[src/rtl/cpu_types_pkg.sv]
// cpu_types_pkg
// Shared CPU-side types for the memory arbiter: RAM handshake state, arbiter
// FSM state, arbiter owner record and a small tie-break helper.
// No ports (package).
package cpu_types_pkg;

    typedef logic [31:0] word_t;

    // RAM handshake state as presented by the RAM controller
    typedef enum logic [1:0] {
        FREE   = 2'd0,
        BUSY   = 2'd1,
        ACCESS = 2'd2,
        ERROR  = 2'd3
    } ramstate_t;

    // Arbiter FSM state, kept as plain constants so older code can compare
    // against raw bit values
    typedef logic [0:0] arbstate_t;
    localparam arbstate_t IDLE = 1'b0;
    localparam arbstate_t XFER = 1'b1;

    // Grant owner: isd=1 for a dcache, core selects core 0/1
    typedef struct packed {
        logic isd;
        logic core;
    } arbowner_t;

    localparam arbowner_t OWNER_D0 = '{isd: 1'b1, core: 1'b0};

    // Core chosen within one requester class: round-robin pointer on a tie,
    // otherwise the only requesting core
    function automatic logic pick_core(input logic [1:0] req, input logic rr);
        logic core_v;
        if (req == 2'b11) begin
            core_v = rr;
        end else begin
            core_v = req[1];
        end
        return core_v;
    endfunction

endpackage

[src/rtl/mem_arb_select.sv]
// mem_arb_select
// Combinational grant selection for the memory arbiter.
// Ports:
//   iREN[1:0]  icache read requests, bit = core
//   dREN[1:0]  dcache read requests
//   dWEN[1:0]  dcache write requests
//   rr         round-robin core pointer used on a tie within a class
//   owner      selected owner (type + core), valid only when valid=1
//   valid      at least one request is pending
module mem_arb_select
    import cpu_types_pkg::*;
(
    input  logic [1:0] iREN,
    input  logic [1:0] dREN,
    input  logic [1:0] dWEN,
    input  logic       rr,
    output arbowner_t  owner,
    output logic       valid
);

    logic [1:0] dreq_s;

    assign dreq_s = dREN | dWEN;

    // Any dcache request beats any icache request; core tie broken by rr
    always_comb begin
        valid = (|dreq_s) | (|iREN);
        if (|dreq_s) begin
            owner = '{isd: 1'b1, core: pick_core(dreq_s, rr)};
        end else if (|iREN) begin
            owner = '{isd: 1'b0, core: pick_core(iREN, rr)};
        end else begin
            owner = OWNER_D0;
        end
    end

endmodule

[src/rtl/memory_arbiter.sv]
// memory_arbiter
// Shares the single RAM port between icache0/1 and dcache0/1. One requester
// is granted at a time; a dcache grant is held for a whole BLK_WORDS block.
// Optional feature: define MEMARB_ROUND_ROBIN_EN to alternate cores on ties;
// when undefined core 0 always wins a tie within a class.
// Ports:
//   CLK, nRST          clock (rising edge), async active-low reset
//   iREN/dREN/dWEN     per-core requests
//   iaddr/daddr/dstore per-core addresses and dcache write data
//   iwait/dwait        per-core stalls (1 = stall)
//   iload/dload        read data to caches (straight from ramload)
//   ramREN/ramWEN/ramaddr/ramstore  RAM request (combinational from owner)
//   ramload/ramstate   RAM read data and handshake state
module memory_arbiter
    import cpu_types_pkg::*;
#(
    parameter int BLK_WORDS = 2,
    parameter int ADDR_W    = 32
) (
    input  logic                   CLK,
    input  logic                   nRST,
    input  logic [1:0]             iREN,
    input  logic [1:0]             dREN,
    input  logic [1:0]             dWEN,
    input  logic [1:0][ADDR_W-1:0] iaddr,
    input  logic [1:0][ADDR_W-1:0] daddr,
    input  logic [1:0][ADDR_W-1:0] dstore,
    output logic [1:0]             iwait,
    output logic [1:0]             dwait,
    output logic [ADDR_W-1:0]      iload,
    output logic [ADDR_W-1:0]      dload,
    output logic                   ramREN,
    output logic                   ramWEN,
    output logic [ADDR_W-1:0]      ramaddr,
    output logic [ADDR_W-1:0]      ramstore,
    input  logic [ADDR_W-1:0]      ramload,
    input  logic [1:0]             ramstate
);

    localparam int CNT_W = $clog2(BLK_WORDS) + 1;

    arbstate_t  state_q, state_d;
    arbowner_t  owner_q, owner_d;
    logic [CNT_W-1:0] cnt_q, cnt_d;
    logic       rr_q, rr_d;

    arbowner_t  sel_owner_s;
    logic       sel_valid_s;
    logic       owner_req_s;
    logic       access_s;
    logic       rr_next_s;
    logic [CNT_W-1:0] cnt_inc_s;
    logic       blk_done_s;

    mem_arb_select u_select (
        .iREN  (iREN),
        .dREN  (dREN),
        .dWEN  (dWEN),
        .rr    (rr_q),
        .owner (sel_owner_s),
        .valid (sel_valid_s)
    );

    // Live request of the current owner; a drop ends the grant early
    assign owner_req_s = owner_q.isd ? (dREN[owner_q.core] | dWEN[owner_q.core])
                                     : iREN[owner_q.core];
    assign access_s    = (state_q == XFER) && owner_req_s && (ramstate == ACCESS);
    assign cnt_inc_s   = cnt_q + CNT_W'(1);
    assign blk_done_s  = (cnt_inc_s == CNT_W'(BLK_WORDS));

`ifdef MEMARB_ROUND_ROBIN_EN
    assign rr_next_s = ~owner_q.core;
`else
    assign rr_next_s = 1'b0;
`endif

    assign iload = ramload;
    assign dload = ramload;

    // RAM request and stalls, driven from the owner's live signals
    always_comb begin
        ramREN   = 1'b0;
        ramWEN   = 1'b0;
        ramaddr  = '0;
        ramstore = '0;
        iwait    = 2'b11;
        dwait    = 2'b11;
        if (state_q == XFER) begin
            if (owner_q.isd) begin
                ramaddr  = daddr[owner_q.core];
                ramstore = dstore[owner_q.core];
                // a write wins when both read and write are raised
                ramWEN   = dWEN[owner_q.core];
                ramREN   = dREN[owner_q.core] & ~dWEN[owner_q.core];
                if (access_s) begin
                    dwait[owner_q.core] = 1'b0;
                end else begin
                    dwait[owner_q.core] = 1'b1;
                end
            end else begin
                ramaddr = iaddr[owner_q.core];
                ramREN  = iREN[owner_q.core];
                if (access_s) begin
                    iwait[owner_q.core] = 1'b0;
                end else begin
                    iwait[owner_q.core] = 1'b1;
                end
            end
        end else begin
            ramREN = 1'b0;
            ramWEN = 1'b0;
        end
    end

    // Grant FSM next state: grant in IDLE, hold through XFER until release
    always_comb begin
        state_d = state_q;
        owner_d = owner_q;
        cnt_d   = cnt_q;
        rr_d    = rr_q;
        case (state_q)
            IDLE: begin
                if (sel_valid_s) begin
                    owner_d = sel_owner_s;
                    cnt_d   = '0;
                    state_d = XFER;
                end else begin
                    state_d = IDLE;
                end
            end
            XFER: begin
                if (!owner_req_s) begin
                    state_d = IDLE;
                    rr_d    = rr_next_s;
                end else if (access_s) begin
                    cnt_d = cnt_inc_s;
                    // icache moves one word; dcache holds for a whole block
                    if (!owner_q.isd || blk_done_s) begin
                        state_d = IDLE;
                        rr_d    = rr_next_s;
                    end else begin
                        state_d = XFER;
                    end
                end else begin
                    state_d = XFER;
                end
            end
            default: begin
                state_d = IDLE;
                cnt_d   = '0;
            end
        endcase
    end

    // State registers with asynchronous reset
    always_ff @(posedge CLK or negedge nRST) begin
        if (!nRST) begin
            state_q <= IDLE;
            owner_q <= OWNER_D0;
            cnt_q   <= '0;
            rr_q    <= 1'b0;
        end else begin
            state_q <= state_d;
            owner_q <= owner_d;
            cnt_q   <= cnt_d;
            rr_q    <= rr_d;
        end
    end

endmodule
[config.mk]
export PLATFORM = sky130hd
export DESIGN_NAME = memory_arbiter
export DESIGN_NICKNAME = d
export VERILOG_FILES = /design/src/rtl/cpu_types_pkg.sv /design/src/rtl/mem_arb_select.sv /design/src/rtl/memory_arbiter.sv
export SDC_FILE = /design/constraint.sdc
export NUM_CORES = 1
export LEC_CHECK = 0
export CAP_MARGIN = 10
export CORE_AREA = 4 4 140 142
export DETAILED_ROUTE_END_ITERATION = 8
export DIE_AREA = 0 0 144 146
export PLACE_DENSITY = 0.59
export SYNTH_ARGS = -nofsm -noshare
export SYNTH_HDL_FRONTEND = slang
export SYNTH_SLANG_ARGS = --single-unit
[constraint.sdc]
create_clock -name CLK -period 1.75 [get_ports CLK]
set_input_delay 0.2625 -clock CLK [delete_from_list [all_inputs] [get_ports CLK]]
set_output_delay 0.2625 -clock CLK [all_outputs]
set_load 0.02 [all_outputs]
==> out/qor.txt, run 1 <==
Outcome = finished, violations left
Failing checks = setup timing
Fin worst setup slack = -463.0 ps
Synth top area cells = mux4_2, buf_4, mux2i_1
Top cell type by total area after synthesis = mux4_2
Final wirelength = 13.22 mm
DPL Wire Length = 10.09 mm
Core area = 18460 um2
Via density per instance = 4.012
Fillers = 1854
CTS Sinks = 5
EDFF count, synth = 0
Port bufs = 271
Clk_skew = 2.935 ps
CTS Hold Bufs = 0
Setup TNS = -15170 ps
Area Growth Syn to Fin = 152.7%
Post-synthesis net count = 490
Die H = 146 um
Placed insts = 704
Count of final hold-check violations = 0
Worst Setup End Kind = output pin
Ys flop type = dfrtp_1
Largest net degree at the start of global routing = 30
Setup CP Type = reg -> out
Maxcap violations = 0
Slowest CP cell = dfrtp_4
Ant diodes = 0
GRT overflow = 0
Mapped Cells = 255
Wirelength per Cell = 17.79 um
Routability Congestion = 0.7831
Sw frac = 0.4025
CP Max Fanout = 5
Die extent in x = 144 um
Max Slew Vio Count = 0
Critical Path Max Stage Delay = 490 ps
Worst hold path type = in -> async
Mapped Area = 2387 um2
Initial Util = 0.1294
CTS tree = yes
Avg Synthesized Cell Area = 9.362 um2
Multi-input gate area = 1968 um2
Sw power = 3822 uW
Relative slew slack = 0.6698
Vias post-DR = 2981
#FFs+latches synth = 5
# rows = 50
Most instantiated cells after synthesis = buf_4, mux2i_1, nor2_1
Worst-skew pair later-pin latency = 230 ps
Worst Setup Start Kind = flop
Clock power frac = 0.040
Buf+Inv Stages, Crit Path = 2
Int Power = 5673 uW
Total die area = 21020 um2
Share of the yosys chip area belonging to registers = 0.05294
Top delay family on crit path = simple AND/OR/NAND/NOR gates
DR iter-0 viols = 64
Clock-pin slew on the worst setup and hold paths = 40 ps
Max clock buf depth = 2
Reg area = 130.1 um2
Fmax = 451.9 MHz
Place WS = -833.1 ps
Tot Pwr = 9495 uW
Fin nets = 745
Leak = 0.002441 uW
Worst-path cell chain = buf_6 -> mux2i_4 -> a21oi_4 -> nand3_4 -> or4_4 -> buf_6
Share of cells above drive strength 1 = 0.4892
I/O pins = 368
Most used cell along the critical path = buf_6
H-tree levels = 1
Required @ worst endpoint = 1490 ps
Pwr/cell area = 1574 nW/um2
First-pass GRT wire length = 18.05 mm
Flop pwr share = 0.026
CTS Buf Count = 3
Worst EP arrival = 1950 ps
Fin cells = 743
Top-count cell post-synth = buf_4
Vias in the first global route = 3316
Final hold slack = 264.5 ps
Synthesis Warnings = 0
Logic pwr share = 0.934
First drt pass iteration count = 4
Final period util = 1.265
Slew at the pin with the worst max-slew slack = 490.8 ps
CTS Root Cell = clkbuf_16
Initial antenna violation count = 0
Total GRT Usage = 0.1088
Drt drc = 0
Setup violations, final = 70
Unrepaired setup endpoints after global routing = yes
Yosys top cell area share = 0.2547
Netlist cell types = 29
Maximum vdd ir drop = 0.7066 mV
Post-DRT Antenna Nets = 0
FFs w/ async S/R, synth = 1.000
Period minus WS final = 2213 ps
## cells in the final DEF (no fill, tap or decap), types with 3 or more instances in the layout
master and count:
and2_4 32, buf_12 11, buf_16 3, buf_4 46
buf_6 67, clkbuf_16 5, clkdlybuf4s50_1 201, dfrtp_1 3
inv_1 5, mux2i_1 19, mux2i_2 11, mux2i_4 6
mux4_2 32, nand2_1 5, nor2_1 14, nor2_2 11
nor2_4 10
## metal layers
layer	vias up	GRT usage	wire, um
met5	-	0	0
met2	216	0.2090	6920
met4	0	0.02354	170
met1	1399	0.1123	4547
li1	1351	-	-
met3	15	0.03582	1582
## layout make-up
| cell class | instances | share of cell area |
|---|---|---|
| sequential | 5 | 0.02157 |
| clock buffer | 4 | 0.01307 |
| tap | 234 | 0.04853 |
| inverter | 5 | 0.003111 |
| timing repair buffer | 333 | 0.5875 |
| multi-input combinational | 162 | 0.3262 |
## sequential cells by signal (all words and copies together) (netlist names)
register / count
cnt_q: 2
state_q: 1
owner_q: 2
## final timing paths
| check | end | cells after the start | start | slack [ps] |
|---|---|---|---|---|
| hold reg to reg | cnt_q[0] | 1 | cnt_q[0] | 500 |
| setup reg to reg | cnt_q[0] | 7 | owner_q[0] | 90 |
| hold / removal | owner_q[0] | 1 | nRST | 260 |
| setup / recovery | iwait[0] | 6 | owner_q[0] | -460 |
| min in group CLK | cnt_q[0] | 1 | cnt_q[0] | 500 |
| max in group asynchronous | owner_q[1] | 1 | nRST | 1220 |
## power groups by stage
stage | combinational, uW | sequential [uW] | clock, uW
floorplan | 3690 | 210 | 0
global placement | 6120 | 247 | 0
detailed placement | 6180 | 249 | 0
CTS | 8130 | 245 | 383
global route | 9340 | 255 | 390
finish | 8860 | 249 | 382
## cell families (layout without fill, tap and decap cells)
| family | Yosys count | in the layout | share of synthesized area |
|---|---|---|---|
| multiplexers | 68 | 68 | 0.4607 |
| AND/OR/NAND/NOR | 83 | 83 | 0.1787 |
| adder cells (fa/ha/maj) | 1 | 1 | 0.005240 |
| AO/OA/AOI/OAI | 10 | 10 | 0.02935 |
| flip-flops | 5 | 5 | 0.05294 |
| buffers and inverters | 88 | 342 | 0.2731 |
## per-stage QoR
| stage | utilization | cell area [um2] |
|---|---|---|
| 5_1_grt | 0.3269 | 6033 |
| 3_5_place_dp | 0.2718 | 5016 |
| 3_3_place_gp | 0.2718 | 5016 |
| 6_report | 0.3269 | 6033 |
| 4_1_cts | 0.3062 | 5650 |
| 2_1_floorplan | - | 2387 |
## repair_timing
action / CTS / global route
gates cloned: 6 / 2
setup endpoints to repair: 70 / 72
pin swaps: 10 / 6
gates resized for setup: 462 / 86
setup buffers: 18 / 13
(Power assumes the default switching activity.)
==> inputs of run 2 (changes only) <==
--- a/config.mk
+++ b/config.mk
@@ -15 +15,2 @@
 export SYNTH_SLANG_ARGS = --single-unit
+export TNS_END_PERCENT = 50
==> constraint.sdc (replaced) <==
create_clock -name CLK -period 1.75 [get_ports CLK]
set_input_delay 0.175 -clock CLK [delete_from_list [all_inputs] [get_ports CLK]]
set_output_delay 0.175 -clock CLK [all_outputs]
set_load 0.02 [all_outputs]
==> out/qor.txt, run 2 (synthesis gave the netlist of run 1 again) <==
Critical Path Max Stage Delay = 510 ps
Die extent in x = 144 um
CTS tree = yes
Slowest CP cell = dfrtp_4
Place WS = -560.0 ps
Failing checks = setup timing
Area Growth Syn to Fin = 140.1%
CTS Buf Count = 3
Most used cell along the critical path = buf_12
Setup CP Type = reg -> out
Die H = 146 um
Vias in the first global route = 3309
Initial antenna violation count = 0
Worst Setup Start Kind = flop
Worst Setup End Kind = output pin
Final period util = 1.184
Total GRT Usage = 0.1079
Pwr/cell area = 1543 nW/um2
CTS Root Cell = clkbuf_16
Leak = 0.002379 uW
Drt drc = 0
Clk_skew = 3.306 ps
Top delay family on crit path = buffers and inverters
Period minus WS final = 2073 ps
Ant diodes = 0
Maximum vdd ir drop = 0.6071 mV
Wirelength per Cell = 17.62 um
Port bufs = 271
DR iter-0 viols = 54
Most frequent cells in the layout = clkdlybuf4s50_1, buf_6, buf_4
Worst-skew pair later-pin latency = 230 ps
Fin nets = 735
Fmax = 482.5 MHz
Setup violations, final = 58
First drt pass iteration count = 4
Routability Congestion = 0.7885
Maxcap violations = 0
Unrepaired setup endpoints after global routing = yes
Vias post-DR = 2924
Fillers = 1900
GRT overflow = 0
First-pass GRT wire length = 17.89 mm
Clock-pin slew on the worst setup and hold paths = 40 ps
Initial Util = 0.1294
Fin worst setup slack = -322.6 ps
Worst EP arrival = 1900 ps
Relative slew slack = 0.7523
Max Slew Vio Count = 0
Required @ worst endpoint = 1570 ps
Via density per instance = 3.989
Total die area = 21020 um2
Share of cells above drive strength 1 = 0.4349
CP Max Fanout = 7
Core area = 18460 um2
H-tree levels = 1
Placed insts = 705
# rows = 50
Final hold slack = 178.2 ps
Count of final hold-check violations = 0
Buf+Inv Stages, Crit Path = 4
Most common cell after layout, fill and taps aside = clkdlybuf4s50_1
Worst-path cell chain = buf_12 -> buf_12 -> buf_16 -> mux4_2 -> and2_4 -> buf_6
I/O pins = 368
Largest net degree at the start of global routing = 30
Slew at the pin with the worst max-slew slack = 368.1 ps
Top flop regs = cnt_q x2, owner_q x2, state_q x1
Final Util = 0.3106
Outcome = finished, violations left
Worst hold path type = in -> async
Fin cells = 733
Post-DRT Antenna Nets = 0
DPL Wire Length = 10.10 mm
CTS Sinks = 5
Tot Pwr = 8845 uW
Final wirelength = 12.91 mm
Max clock buf depth = 2
run 2: cell types whose count changed in the layout (fill, tap and decap cells not counted), moves of 2 or more:
cell	previous run	this run
buf_12	11	9
buf_6	67	56
buf_8	1	4
mux2i_1	19	33
mux2i_2	11	2
mux2i_4	6	1
nor2_1	14	23
nor2_4	10	1
run 2: report_power, final:
part	internal, uW	switching [uW]	leakage [uW]	total (uW)
logic	4810	3390	0.00228	8200
clock network	303	81.7	0.0000382	384
registers	189	75.1	0.0000595	264
total	5300	3540	0.00238	8850
run 2: what timing repair did:
action | CTS | global route
resized for setup | 437 | 50
buffers inserted | 14 | 6
endpoints found under the setup margin | 70 | 70
pin swaps | 10 | 11
gates cloned | 7 | 1
hold buffers | 0 | 0
run 2: final timing paths:
check | start | endpoint | slack, ps | cells past startpoint
max | owner_q[0] | ramaddr[17] | -320 | 6
min | nRST | owner_q[0] | 180 | 1
max reg2reg | owner_q[0] | cnt_q[1] | 140 | 6
min reg2reg | cnt_q[0] | cnt_q[0] | 510 | 1
max in group asynchronous | nRST | owner_q[1] | 1300 | 1
min in group CLK | ramload[8] | iload[8] | 350 | 0
run 2: worst reg2reg max path, delay by kind of cell, from the launching register on:
family / cells / cell delay (ps)
flops: 1 / 510
mux: 1 / 190
compound gates: 1 / 80
buf+inv: 2 / 290
simple gates: 2 / 450
run 2: layer usage:
| metal | wire, um | part of all wire | global-route usage | vias up |
|---|---|---|---|---|
| li1 | - | - | - | 1330 |
| met1 | 4224 | 0.33 | 0.1067 | 1366 |
| met2 | 6929 | 0.54 | 0.2158 | 215 |
| met3 | 1618 | 0.13 | 0.03221 | 13 |
| met4 | 142 | 0.011 | 0.02213 | 0 |
| met5 | 0 | 0 | 0 | - |
run 2: area by class of cell:
cell class / instances / area [um2] / share of cell area
clock buffers: 4 / 78.83 / 0.01375
repair buffers: 323 / 3431 / 0.5986
flip-flops and latches: 5 / 130.1 / 0.02270
inverters: 5 / 18.77 / 0.003274
multi-input cells: 162 / 1780 / 0.3106
well taps: 234 / 292.8 / 0.05108
run 2: per-stage QoR:
step,instance area (um2),setup TNS [ps]
global placement,5024,-23460
detailed placement,5024,-24190
global route,5732,-13560
finish,5732,-10330
CTS,5568,-11290
floorplan,2387,0
